$ cat config.mk
export PLATFORM = sky130hd
export DESIGN_NAME = cycle_steal_scheduler
export DESIGN_NICKNAME = d
export VERILOG_FILES = /design/src/rtl/cycle_steal_scheduler.sv
export SDC_FILE = /design/constraint.sdc
export NUM_CORES = 1
export LEC_CHECK = 0
export BUFFER_PORTS_ARGS = -buffer_cell sky130_fd_sc_hd__buf_2
export CORE_AREA = 5 5 75 77
export CTS_CLUSTER_DIAMETER = 30
export DETAILED_ROUTE_END_ITERATION = 8
export DIE_AREA = 0 0 80 82
export PLACE_DENSITY = 0.73
export SYNTH_ARGS = -nofsm -noshare
export SYNTH_HDL_FRONTEND = slang
export SYNTH_SLANG_ARGS = --single-unit
$ cat constraint.sdc
create_clock -name clock -period 2.15 [get_ports clock]
set_input_delay 0.1075 -clock clock [delete_from_list [all_inputs] [get_ports clock]]
set_output_delay 0.1075 -clock clock [all_outputs]
set_load 0.005 [all_outputs]
$ cat src/rtl/cycle_steal_scheduler.sv
// Cycle-steal scheduler: freezes the pipeline, injects a counter-increment or
// interrupt op, waits for it to retire, then acknowledges the requester.
module cycle_steal_scheduler #(
  parameter int unsigned CNT_BASE  = 'o24,
  parameter int unsigned RUPT_BASE = 'o4004
) (
  input  logic        clock,
  input  logic        reset_n,
  input  logic [7:0]  cnt_req,
  input  logic [7:0]  cnt_dir,
  output logic [7:0]  cnt_ack,
  input  logic [4:0]  rupt_req,
  output logic [4:0]  rupt_ack,
  input  logic        inhibit_rupt,
  input  logic        resume,
  input  logic        pipe_empty,
  input  logic        steal_done,
  output logic        stall_req,
  output logic        steal_valid,
  output logic [1:0]  steal_op,
  output logic [11:0] steal_addr,
  output logic        in_isr
);

  typedef enum logic [2:0] {StIdle, StDrain, StIssue, StWait, StRelease} state_e;

  localparam logic [1:0] OpNone = 2'b00;
  localparam logic [1:0] OpPinc = 2'b01;
  localparam logic [1:0] OpMinc = 2'b10;
  localparam logic [1:0] OpRupt = 2'b11;

  state_e      state_q, state_d;
  logic [2:0]  idx_q, idx_d;
  logic [1:0]  op_q, op_d;
  logic [11:0] addr_q, addr_d;
  logic        in_isr_q, in_isr_d;
  logic        stall_q, valid_q;
  logic [1:0]  sop_q;
  logic [11:0] saddr_q;
  logic [7:0]  cack_q;
  logic [4:0]  rack_q;
  logic [2:0]  cnt_idx, rupt_idx;
  logic        rupt_ok;

  // Fixed priority: scanning downward leaves the lowest set index.
  always_comb begin
    cnt_idx = '0;
    for (int i = 7; i >= 0; i--) begin
      if (cnt_req[i]) cnt_idx = 3'(i);
    end
    rupt_idx = '0;
    for (int i = 4; i >= 0; i--) begin
      if (rupt_req[i]) rupt_idx = 3'(i);
    end
  end

  // Uses the registered in_isr, so a resume in this cycle cannot admit an interrupt.
  assign rupt_ok = (rupt_req != '0) && !inhibit_rupt && !in_isr_q;

  always_comb begin
    state_d = state_q;
    idx_d   = idx_q;
    op_d    = op_q;
    addr_d  = addr_q;
    unique case (state_q)
      StIdle: begin
        if (cnt_req != '0) begin
          state_d = StDrain;
          idx_d   = cnt_idx;
          op_d    = cnt_dir[cnt_idx] ? OpMinc : OpPinc;
          addr_d  = 12'(CNT_BASE + 32'(cnt_idx));
        end else if (rupt_ok) begin
          state_d = StDrain;
          idx_d   = rupt_idx;
          op_d    = OpRupt;
          addr_d  = 12'(RUPT_BASE + 32'({rupt_idx, 2'b00}));
        end
      end
      StDrain:   if (pipe_empty) state_d = StIssue;
      StIssue:   state_d = StWait;
      StWait:    if (steal_done) state_d = StRelease;
      StRelease: state_d = StIdle;
      default:   state_d = StIdle;
    endcase
  end

  always_comb begin
    in_isr_d = in_isr_q;
    if (state_q == StRelease && op_q == OpRupt) begin
      in_isr_d = 1'b1;
    end else if (resume) begin
      in_isr_d = 1'b0;
    end
  end

  // Outputs are registered from the next state so they line up with the state register.
  always_ff @(posedge clock or negedge reset_n) begin
    if (!reset_n) begin
      state_q  <= StIdle;
      idx_q    <= '0;
      op_q     <= OpNone;
      addr_q   <= '0;
      in_isr_q <= 1'b0;
      stall_q  <= 1'b0;
      valid_q  <= 1'b0;
      sop_q    <= OpNone;
      saddr_q  <= '0;
      cack_q   <= '0;
      rack_q   <= '0;
    end else begin
      state_q  <= state_d;
      idx_q    <= idx_d;
      op_q     <= op_d;
      addr_q   <= addr_d;
      in_isr_q <= in_isr_d;
      stall_q  <= (state_d == StDrain) || (state_d == StIssue) || (state_d == StWait);
      valid_q  <= (state_d == StIssue);
      sop_q    <= (state_d == StIssue) ? op_d : OpNone;
      saddr_q  <= (state_d == StIssue) ? addr_d : '0;
      cack_q   <= (state_d == StRelease && op_d != OpRupt) ? (8'(1) << idx_d) : '0;
      rack_q   <= (state_d == StRelease && op_d == OpRupt) ? (5'(1) << idx_d) : '0;
    end
  end

  assign stall_req   = stall_q;
  assign steal_valid = valid_q;
  assign steal_op    = sop_q;
  assign steal_addr  = saddr_q;
  assign cnt_ack     = cack_q;
  assign rupt_ack    = rack_q;
  assign in_isr      = in_isr_q;

endmodule
==> results of run 1 <==
[sequential cells by signal, indices dropped and copies added (netlist names), 2 cells and up]
name and count:
addr_q 12, steal_addr 12, cnt_ack 8, rupt_ack 5, idx_q 3, state_q 3, op_q 2, steal_op 2
[per-stage QoR]
| step | instance area (sq um) | setup TNS, ns | power (mW) | utilization [%] |
|---|---|---|---|---|
| 2_1_floorplan | 2180 | 0 | 1.88 | - |
| 3_3_place_gp | 2580 | 0 | 2.18 | 52.3 |
| 3_5_place_dp | 2580 | -0.0712 | 2.20 | 52.3 |
| 4_1_cts | 2730 | 0 | 2.88 | 55.3 |
| 5_1_grt | 2770 | -0.0102 | 3.10 | 56.0 |
| 6_report | 2770 | 0 | 2.91 | 56.0 |
[timing repair]
action | in CTS | in global routing
endpoints found under the hold margin | 21 | 0
pin swaps | 0 | 2
endpoints found under the setup margin | 5 | 7
hold buffers | 2 | 0
gates resized for setup | 4 | 6
[metal layers]
metal,routed length (um),up-vias
li1,-,825
met1,2160,786
met2,2100,58
met3,324,7
met4,85,0
met5,0,-
[worst max path at each step]
stage	endpoint	slack, ns	cells after the start
floorplan	cnt_ack[2]	0.13	7
global placement	cnt_ack[0]	0.08	6
detailed placement	rupt_ack[2]	-0.07	5
CTS	rupt_ack[2]	0.004	5
global route	cnt_ack[6]	-0.01	5
finish	cnt_ack[6]	0.09	5
[cells by family after synthesis]
group                      share of synthesized area, %
and+or+nand+nor                                    22.9
DFF                                                57.5
AOI/OAI and AO/OA                                  13.2
buffers and inverters                              4.03
muxes                                              1.44
xor gates and xnor gates                          0.403
adders and majority gates                         0.575
[where the power goes]
group / switching, mW / total (mW) / internal (mW)
clock network: 0.301 / 0.648 / 0.347
registers: 0.0993 / 1.22 / 1.12
logic: 0.618 / 1.04 / 0.421
total: 1.02 / 2.91 / 1.89
[cell usage after synthesis (all sizes together) (5+ instances only)]
library cell  number  area share (%)
dfrtp             50              58
nor2              14             2.5
nand2             11             1.9
and2              10             2.9
inv               10             1.7
a21oi              9             2.6
nor3               8             2.1
nor4               8             2.9
and3               7             2.0
o21ai              7             1.8
buf                5             2.1
[layout make-up]
| class | count | share of cell area [%] |
|---|---|---|
| well taps | 70 | 3.16 |
| clock inverters | 2 | 1.36 |
| clock buffers | 6 | 2.62 |
| flip-flops and latches | 50 | 45.2 |
| inverters | 10 | 1.36 |
| multi-input cells | 123 | 32.2 |
| repair buffers | 70 | 14.1 |
[worst register-to-register path, stage by stage, from the launching register on]
cell	delay, ns
dfrtp_2	0.47
or3_4	0.45
a21oi_4	0.19
nor2_2	0.07
a221o_2	0.48
nor4_1	0.31
==> reports/metrics.cfg, run 1 <==
[sta]
finalHoldViolCount = 0
whs_ns = 0.102
rsz0062_at_grt = true
min_period_ns = 2.06
fmax_mhz = 485
fin_crit_sh_pct = 95.8
setup_viol = 0
fin_skew_ns = 0.00576
fin_ws_ns = 0.0900
slew_headroom_pct = 55.4
maxSlewViolCount = 0
worst_pin_slew_ns = 0.653

[logic_synthesis]
avgSynthCellArea_sq_um = 11.5
synth_area_sq_um = 2180
async_reset_ff_share_pct = 100
synth_cell_types = 52
synth_nets = 217
yosysWarnings = 0
synth_edf_count = 0
syn_inst = 189
synth_flop_cell = dfrtp_1
ys_ff_latch = 50
yosysSeqAreaShare_pct = 57.5

[critical_path]
path_cells = or3_4, a21oi_4, nor2_2, a221o_2, nor4_1
critPathRequiredTime_ns = 2.35
rr_worst_depth = 5
max_stage_delay_ns = 0.48
end_kind = flip-flop
crit_family = simple AND/OR/NAND/NOR gates
r2r_setup_slack_ns = 0.09
critPathLaunchType = flip-flop
r2r_end = cnt_ack[6]
crit_path_top_delay_cell = a221o_2
worstSetupPathType = reg -> reg
crit_buf_inv = 0
arrival_ns = 2.26
crit_fanout = 14
setup.worst_path.start = state_q[0]
reg2reg_from = state_q[0]

[cts]
clkSinkCount = 50
cts_tree = done
clk_path_buf_depth = 2
cts_setup_buffers = 0
path_clk_slew_ns = 0.09
root_buffer = clkbuf_8
clock_latency_ns = 0.30
htreeDepth = 2
cts_buffers = 5

[power]
power_density_nw_per_um2 = 1050
ir_drop_mv = 0.374
p_leak_nw = 1.40

[placed_design]
placedCellCount = 321
gp_congestion = 0.842
io_buffer_count = 56
place_hpwl_mm = 3.56
preCtsSetupSlack_ns = -0.0712

[cells_and_area]
final.fill_count = 442
layout_common_cells = buf_2 (56), dfrtp_1 (49), nor2_1 (13)
final_common_cell = buf_2
drive_gt1_share_pct = 38.7
antenna_cells = 0
syn_to_final_growth_pct = 27.3
ff_latch_area_sq_um = 1250
multi_input_area_sq_um = 891
fin_cells = 331
nets = 288

[route]
wl_per_cell_um = 14.1
drt_first_pass_iters = 4
drc = 0
antenna_left = 0
vias_per_cell = 5.06
drtIter0Drc = 45
via_count = 1676
drt-total-wl_mm = 4.67

[grt]
track_usage_pct = 15.3
first_global_vias = 1649
grt_max_degree = 23
met3_usage_pct = 3.73
grt_busiest_layer = met2
grt_pass1_wl_mm = 7.79
use_met2_pct = 23.8
grt_antenna_before_repair = 0
grt_overflow = 0
grt_use_met1_pct = 20.5

[floorplanning]
die_h_um = 82
rows = 26
core_area_sq_um = 4940
initial_utilization_pct = 44.0
dieArea_sq_um = 6560
ios = 57
die_x_um = 80

[hold_path]
hold_end = state_q[1]
hp-start = pipe_empty
whs_path_depth = 3
hold_class = in -> reg

[job]
maxCapViolations = 0

[outcome]
status = completed

Power figures use the tool's default switching activity.
==> inputs of run 2 (changes only) <==
==> constraint.sdc (replaced) <==
create_clock -name clock -period 1.73 [get_ports clock]
set_input_delay 0.0865 -clock clock [delete_from_list [all_inputs] [get_ports clock]]
set_output_delay 0.0865 -clock clock [all_outputs]
set_load 0.005 [all_outputs]
==> reports/metrics.cfg, run 2 (synthesis gave the netlist of run 1 again) <==
[hold_path]
hp-start = pipe_empty  ; unchanged
whs_path_depth = 3  ; unchanged
hold_class = in -> reg  ; unchanged
hold_end = state_q[1]  ; unchanged

[placed_design]
place_hpwl_mm = 3.58  ; was 3.56 mm
io_buffer_count = 56  ; unchanged
gp_congestion = 0.852  ; was 0.842

[sta]
rsz0062_at_grt = true  ; unchanged
worst_pin_slew_ns = 0.622  ; was 0.653 ns
fin_skew_ns = 0.00655  ; was 0.00576 ns
maxSlewViolCount = 0  ; unchanged
setup_viol = 17  ; was 0
fin_crit_sh_pct = 114  ; was 95.8%
fin_ws_ns = -0.241  ; was 0.0900 ns
fmax_mhz = 507  ; was 485 MHz
whs_ns = 0.0813  ; was 0.102 ns
slew_headroom_pct = 58.5  ; was 55.4%
finalHoldViolCount = 0  ; unchanged
min_period_ns = 1.97  ; was 2.06 ns

[critical_path]
arrival_ns = 2.19  ; was 2.26 ns
r2r_setup_slack_ns = -0.24  ; was 0.09 ns
r2r_end = cnt_ack[6]  ; unchanged
reg2reg_from = state_q[0]  ; unchanged
rr_worst_depth = 5  ; unchanged
worstSetupPathType = reg -> reg  ; unchanged
critPathRequiredTime_ns = 1.95  ; was 2.35 ns
end_kind = flip-flop  ; unchanged
crit_fanout = 7  ; was 14
critPathLaunchType = flip-flop  ; unchanged

[outcome]
status = complete, but fails checks  ; was completed
violations = negative setup slack

[route]
met2_length_mm = 2.79  ; was 2.10 mm
antenna_left = 0  ; unchanged
vias_per_cell = 5.09  ; was 5.06
routed.top_layer = met4  ; unchanged
wl_per_cell_um = 14.8  ; was 14.1 um
wl_met1_mm = 2.14  ; was 2.16 mm
drt-total-wl_mm = 5.52  ; was 4.67 mm
drtIter0Drc = 114  ; was 45
via_count = 1905  ; was 1676
wl_met3_um = 380  ; was 324 um
drt_first_pass_iters = 4  ; unchanged
drc = 0  ; unchanged

[floorplanning]
die_h_um = 82  ; unchanged
core_area_sq_um = 4940  ; unchanged
die_x_um = 80  ; unchanged
ios = 57  ; unchanged
initial_utilization_pct = 44.0  ; unchanged
rows = 26  ; unchanged
dieArea_sq_um = 6560  ; unchanged

[grt]
grt_antenna_before_repair = 0  ; unchanged
track_usage_pct = 16.7  ; was 15.3%
first_global_vias = 1775  ; was 1649
grt_overflow = 0  ; unchanged
grt_pass1_wl_mm = 8.18  ; was 7.79 mm
grt_max_degree = 33  ; was 23

[job]
maxCapViolations = 0  ; unchanged

[cells_and_area]
final_common_cell = buf_2  ; unchanged
drive_gt1_share_pct = 53.0  ; was 38.7%
syn_to_final_growth_pct = 52.0  ; was 27.3%
fin_util_pct = 66.9  ; was 56.0%
layout_common_cells = buf_2 (56), dfrtp_1 (50), buf_4 (44)  ; was buf_2 (56), dfrtp_1 (49), nor2_1 (13)
nets = 331  ; was 288
antenna_cells = 0  ; unchanged

[cts]
htreeDepth = 2  ; unchanged
clock_latency_ns = 0.31  ; was 0.30 ns
clk_path_buf_depth = 2  ; unchanged
root_buffer = clkbuf_8  ; unchanged
clkSinkCount = 50  ; unchanged
cts_buffers = 5  ; unchanged
cts_tree = done  ; unchanged
path_clk_slew_ns = 0.09  ; about the same

[power]
p_seq_share_pct = 32.6  ; was 41.9%
power.internal_mw = 2.89  ; was 1.89 mW
comb_power_share_pct = 49.6  ; was 35.8%
p_sw_mw = 1.70  ; was 1.02 mW
p_sw_share_pct = 37.0  ; was 35.0%
clkPwrFrac_pct = 17.8  ; was 22.3%
ir_drop_mv = 0.550  ; was 0.374 mV
power_density_nw_per_um2 = 1390  ; was 1050 nW/um^2
p_leak_nw = 1.67  ; was 1.40 nW

## run 2: cell types whose count changed in the layout (fill, tap and decap cells not counted), sizes merged
cell / before / now
clkinvlp: 1 / 0
clkbuf: 6 / 5
buf: 68 / 110
clkinv: 0 / 1
a221o: 1 / 2
inv: 10 / 11
## run 2: timing repair
action | CTS | global route
hold buffers | 2 | 0
gates resized for setup | 18 | 33
setup buffers | 11 | 12
endpoints found under the hold margin | 31 | 0
pin swaps | 10 | 18
setup endpoints to repair | 19 | 23
gates cloned | 1 | 0
## run 2: layer usage
| metal | global-route usage (%) | vias up |
|---|---|---|
| li1 | - | 912 |
| met1 | 19.7 | 908 |
| met2 | 28.0 | 66 |
| met3 | 4.17 | 19 |
| met4 | 8.95 | 0 |
| met5 | 0 | - |
## run 2: area by class of cell
| type | count | area, sq um |
|---|---|---|
| Timing Repair Buffer | 112 | 743 |
| Clock inverter | 3 | 43.8 |
| Sequential cell | 50 | 1250 |
| Tap cell | 70 | 87.6 |
| Fill cell | 382 | 1640 |
| Multi-Input combinational cell | 124 | 1070 |
| Inverter | 10 | 45.0 |
| Clock buffer | 5 | 68.8 |
## run 2: worst max-delay path, stage by stage (launching register included)
cell     delay [ns]
dfrtp_1        0.41
or3_4          0.43
a21oi_4        0.20
nor2_4         0.07
a221o_4        0.48
nor4_4         0.29
## run 2: through the flow
step / setup WS (ns) / area [sq um] / total power [mW] / cells / TNS (ns)
after floorplan: -0.253 / 2190 / 2.36 / 189 / -2.80
after global placement: -0.361 / 2790 / 2.91 / 346 / -3.81
after detailed placement: -0.367 / 2790 / 2.94 / 346 / -4.01
after CTS: -0.207 / 3100 / 4.09 / 368 / -2.06
after global routing: -0.318 / 3310 / 4.86 / 374 / -3.44
final: -0.241 / 3310 / 4.60 / 374 / -2.31
## run 2: worst max-delay path by stage
stage,startpoint,end,slack (ns)
floorplan,state_q[2],cnt_ack[2],-0.25
global placement,state_q[2],cnt_ack[2],-0.36
detailed placement,rupt_req[0],cnt_ack[4],-0.37
CTS,state_q[0],cnt_ack[4],-0.21
global route,state_q[0],cnt_ack[5],-0.32
finish,state_q[0],cnt_ack[6],-0.24
## run 2: power groups by stage
stage | combinational (mW) | sequential (mW) | clock (mW)
finish | 2.28 | 1.50 | 0.818
global route | 2.45 | 1.52 | 0.894
CTS | 1.78 | 1.49 | 0.825
detailed placement | 1.44 | 1.50 | 0
global placement | 1.40 | 1.50 | 0
floorplan | 0.840 | 1.52 | 0
==> inputs of run 3 (changes only) <==
--- a/config.mk
+++ b/config.mk
@@ -6,10 +6,10 @@
 export NUM_CORES = 1
 export LEC_CHECK = 0
 export BUFFER_PORTS_ARGS = -buffer_cell sky130_fd_sc_hd__buf_2
-export CORE_AREA = 5 5 75 77
+export CORE_AREA = 2 2 72 74
 export CTS_CLUSTER_DIAMETER = 30
 export DETAILED_ROUTE_END_ITERATION = 8
-export DIE_AREA = 0 0 80 82
+export DIE_AREA = 0 0 74 76
 export PLACE_DENSITY = 0.73
 export SYNTH_ARGS = -nofsm -noshare
 export SYNTH_HDL_FRONTEND = slang
==> constraint.sdc (replaced) <==
create_clock -name clock -period 1.73 [get_ports clock]
set_input_delay 0.0865 -clock clock [delete_from_list [all_inputs] [get_ports clock]]
set_output_delay 0.0865 -clock clock [all_outputs]
set_load 0.02 [all_outputs]
==> reports/metrics.cfg, run 3 (synthesis gave the netlist of run 1 again) <==
[outcome]
status = complete, but fails checks  ; unchanged
violations = negative setup slack  ; unchanged

[cells_and_area]
syn_to_final_growth_pct = 47.1  ; was 52.0%
layout_common_cells = buf_2 (56), dfrtp_1 (49), buf_4 (46)  ; was buf_2 (56), dfrtp_1 (50), buf_4 (44)
finalInstanceArea_sq_um = 3200  ; was 3310 sq um
nets = 327  ; was 331
fin_util_pct = 65.2  ; was 66.9%
final_common_cell = buf_2  ; unchanged
antenna_cells = 0  ; unchanged
final.fill_count = 384  ; was 382
drive_gt1_share_pct = 52.0  ; was 53.0%

[route]
wl_per_cell_um = 14.2  ; was 14.8 um
drtIter0Drc = 79  ; was 114
antenna_left = 0  ; unchanged
vias_per_cell = 5.08  ; was 5.09
drt_first_pass_iters = 4  ; unchanged
via_count = 1878  ; was 1905
drc = 0  ; unchanged
drt-total-wl_mm = 5.26  ; was 5.52 mm

[grt]
grt_antenna_before_repair = 0  ; unchanged
grt_overflow = 0  ; unchanged
grt_max_degree = 26  ; was 33
grt_pass1_wl_mm = 7.99  ; was 8.18 mm
first_global_vias = 1686  ; was 1775
track_usage_pct = 18.6  ; was 16.7%

[hold_path]
hold_class = in -> reg  ; unchanged
hold_end = state_q[1]  ; unchanged
hp-start = pipe_empty  ; unchanged
whs_path_depth = 3  ; unchanged

[floorplanning]
ios = 57  ; unchanged
initial_utilization_pct = 44.3  ; was 44.0%
rows = 26  ; unchanged
core_area_sq_um = 4910  ; was 4940 sq um
die_x_um = 74  ; was 80 um
die_h_um = 76  ; was 82 um
dieArea_sq_um = 5620  ; was 6560 sq um

[placed_design]
gp_congestion = 0.848  ; was 0.852
place_hpwl_mm = 3.56  ; was 3.58 mm
preCtsSetupSlack_ns = -0.341  ; was -0.367 ns
io_buffer_count = 56  ; unchanged
placed_cell_area_sq_um = 2790  ; about the same

[cts]
clock_latency_ns = 0.30  ; was 0.31 ns
clkSinkCount = 50  ; unchanged
path_clk_slew_ns = 0.08  ; was 0.09 ns
cts_tree = done  ; unchanged
root_buffer = clkbuf_8  ; unchanged
cts_buffers = 5  ; unchanged
htreeDepth = 2  ; unchanged
clk_path_buf_depth = 2  ; unchanged

[critical_path]
r2r_setup_slack_ns = -0.24  ; about the same
path_cells = or3_4, a21oi_4, nor2_4, a221o_2, nor4_2  ; was or3_4, a21oi_4, nor2_4, a221o_4, nor4_4
crit_buf_inv = 0  ; unchanged
rr_worst_depth = 5  ; unchanged
crit_path_top_delay_cell = a221o_2  ; was a221o_4
critPathRequiredTime_ns = 1.93  ; was 1.95 ns
r2r_end = cnt_ack[6]  ; unchanged
reg2reg_from = state_q[1]  ; was state_q[0]
arrival_ns = 2.17  ; was 2.19 ns
crit_fanout = 7  ; unchanged
worstSetupPathType = reg -> reg  ; unchanged
end_kind = flip-flop  ; unchanged
max_stage_delay_ns = 0.45  ; was 0.48 ns
critPathLaunchType = flip-flop  ; unchanged
crit_family = simple AND/OR/NAND/NOR gates  ; unchanged

[sta]
fin_crit_sh_pct = 114  ; about the same
maxSlewViolCount = 0  ; unchanged
rsz0062_at_grt = true  ; unchanged
worst_pin_slew_ns = 0.532  ; was 0.622 ns
fin_skew_ns = 0.00616  ; was 0.00655 ns
slew_headroom_pct = 64.5  ; was 58.5%
finalHoldViolCount = 0  ; unchanged
setup_viol = 16  ; was 17
min_period_ns = 1.97  ; about the same
fmax_mhz = 508  ; was 507 MHz
setup_tns_ns = -2.99  ; was -2.31 ns
fin_ws_ns = -0.240  ; was -0.241 ns

[power]
p_total_mw = 4.35  ; was 4.60 mW
p_leak_nw = 1.61  ; was 1.67 nW
power_density_nw_per_um2 = 1360  ; was 1390 nW/um^2
ir_drop_mv = 0.531  ; was 0.550 mV

[job]
maxCapViolations = 0  ; unchanged

==> run 3: cell type report <==
| type | count | area (sq um) | area share, % |
|---|---|---|---|
| Inverter | 10 | 40.0 | 1.25 |
| Clock inverter | 1 | 30.0 | 0.938 |
| Tap cell | 70 | 87.6 | 2.74 |
| Multi-Input combinational cell | 124 | 1020 | 32.0 |
| Clock buffer | 7 | 76.3 | 2.38 |
| Sequential cell | 50 | 1250 | 39.1 |
| Timing Repair Buffer | 108 | 691 | 21.6 |
==> run 3: worst max-delay path by stage <==
stage                     from          to  slack [ns]  cells past startpoint
finish              state_q[1]  cnt_ack[6]       -0.24                      5
global route        state_q[1]  cnt_ack[5]       -0.37                      5
CTS                 state_q[0]  cnt_ack[5]       -0.19                      7
detailed placement  state_q[2]  cnt_ack[6]       -0.34                      5
global placement    state_q[2]  cnt_ack[6]       -0.29                      5
floorplan           state_q[2]  cnt_ack[2]       -0.25                      7
==> run 3: worst reg2reg max path: cells and delay by family, from the launching register on <==
kind | cells | cell delay (ns)
flops | 1 | 0.44
compound gates | 2 | 0.67
simple gates | 3 | 0.76
==> run 3: per-stage QoR <==
step	cells	hold slack (ns)
6_report	370	0.0898
5_1_grt	370	0.0795
4_1_cts	362	0.0854
3_5_place_dp	347	0.0948
3_3_place_gp	347	0.0937
2_1_floorplan	189	-0.209
==> run 3: what timing repair did <==
item,4_1_cts,5_1_grt
hold endpoints to repair,24,0
buffers inserted,4,9
resized for setup,10,28
pin swaps,9,9
endpoints found under the setup margin,18,22
gates cloned,1,0
hold buffers,2,0
==> run 3: metal layers <==
metal,part of all wire (%),vias to the layer above,track usage (%)
met5,0,-,0
met2,50,73,28.1
met3,6.2,11,5.42
met1,41,889,24.9
li1,-,905,-
met4,2.6,0,7.64
==> run 3: power by group <==
group	leakage, nW	internal [mW]	total, mW	switching, mW
sequential	0.663	1.39	1.52	0.124
combinational	0.894	0.917	2.05	1.13
clock	0.0524	0.433	0.789	0.356
total	1.61	2.74	4.35	1.61
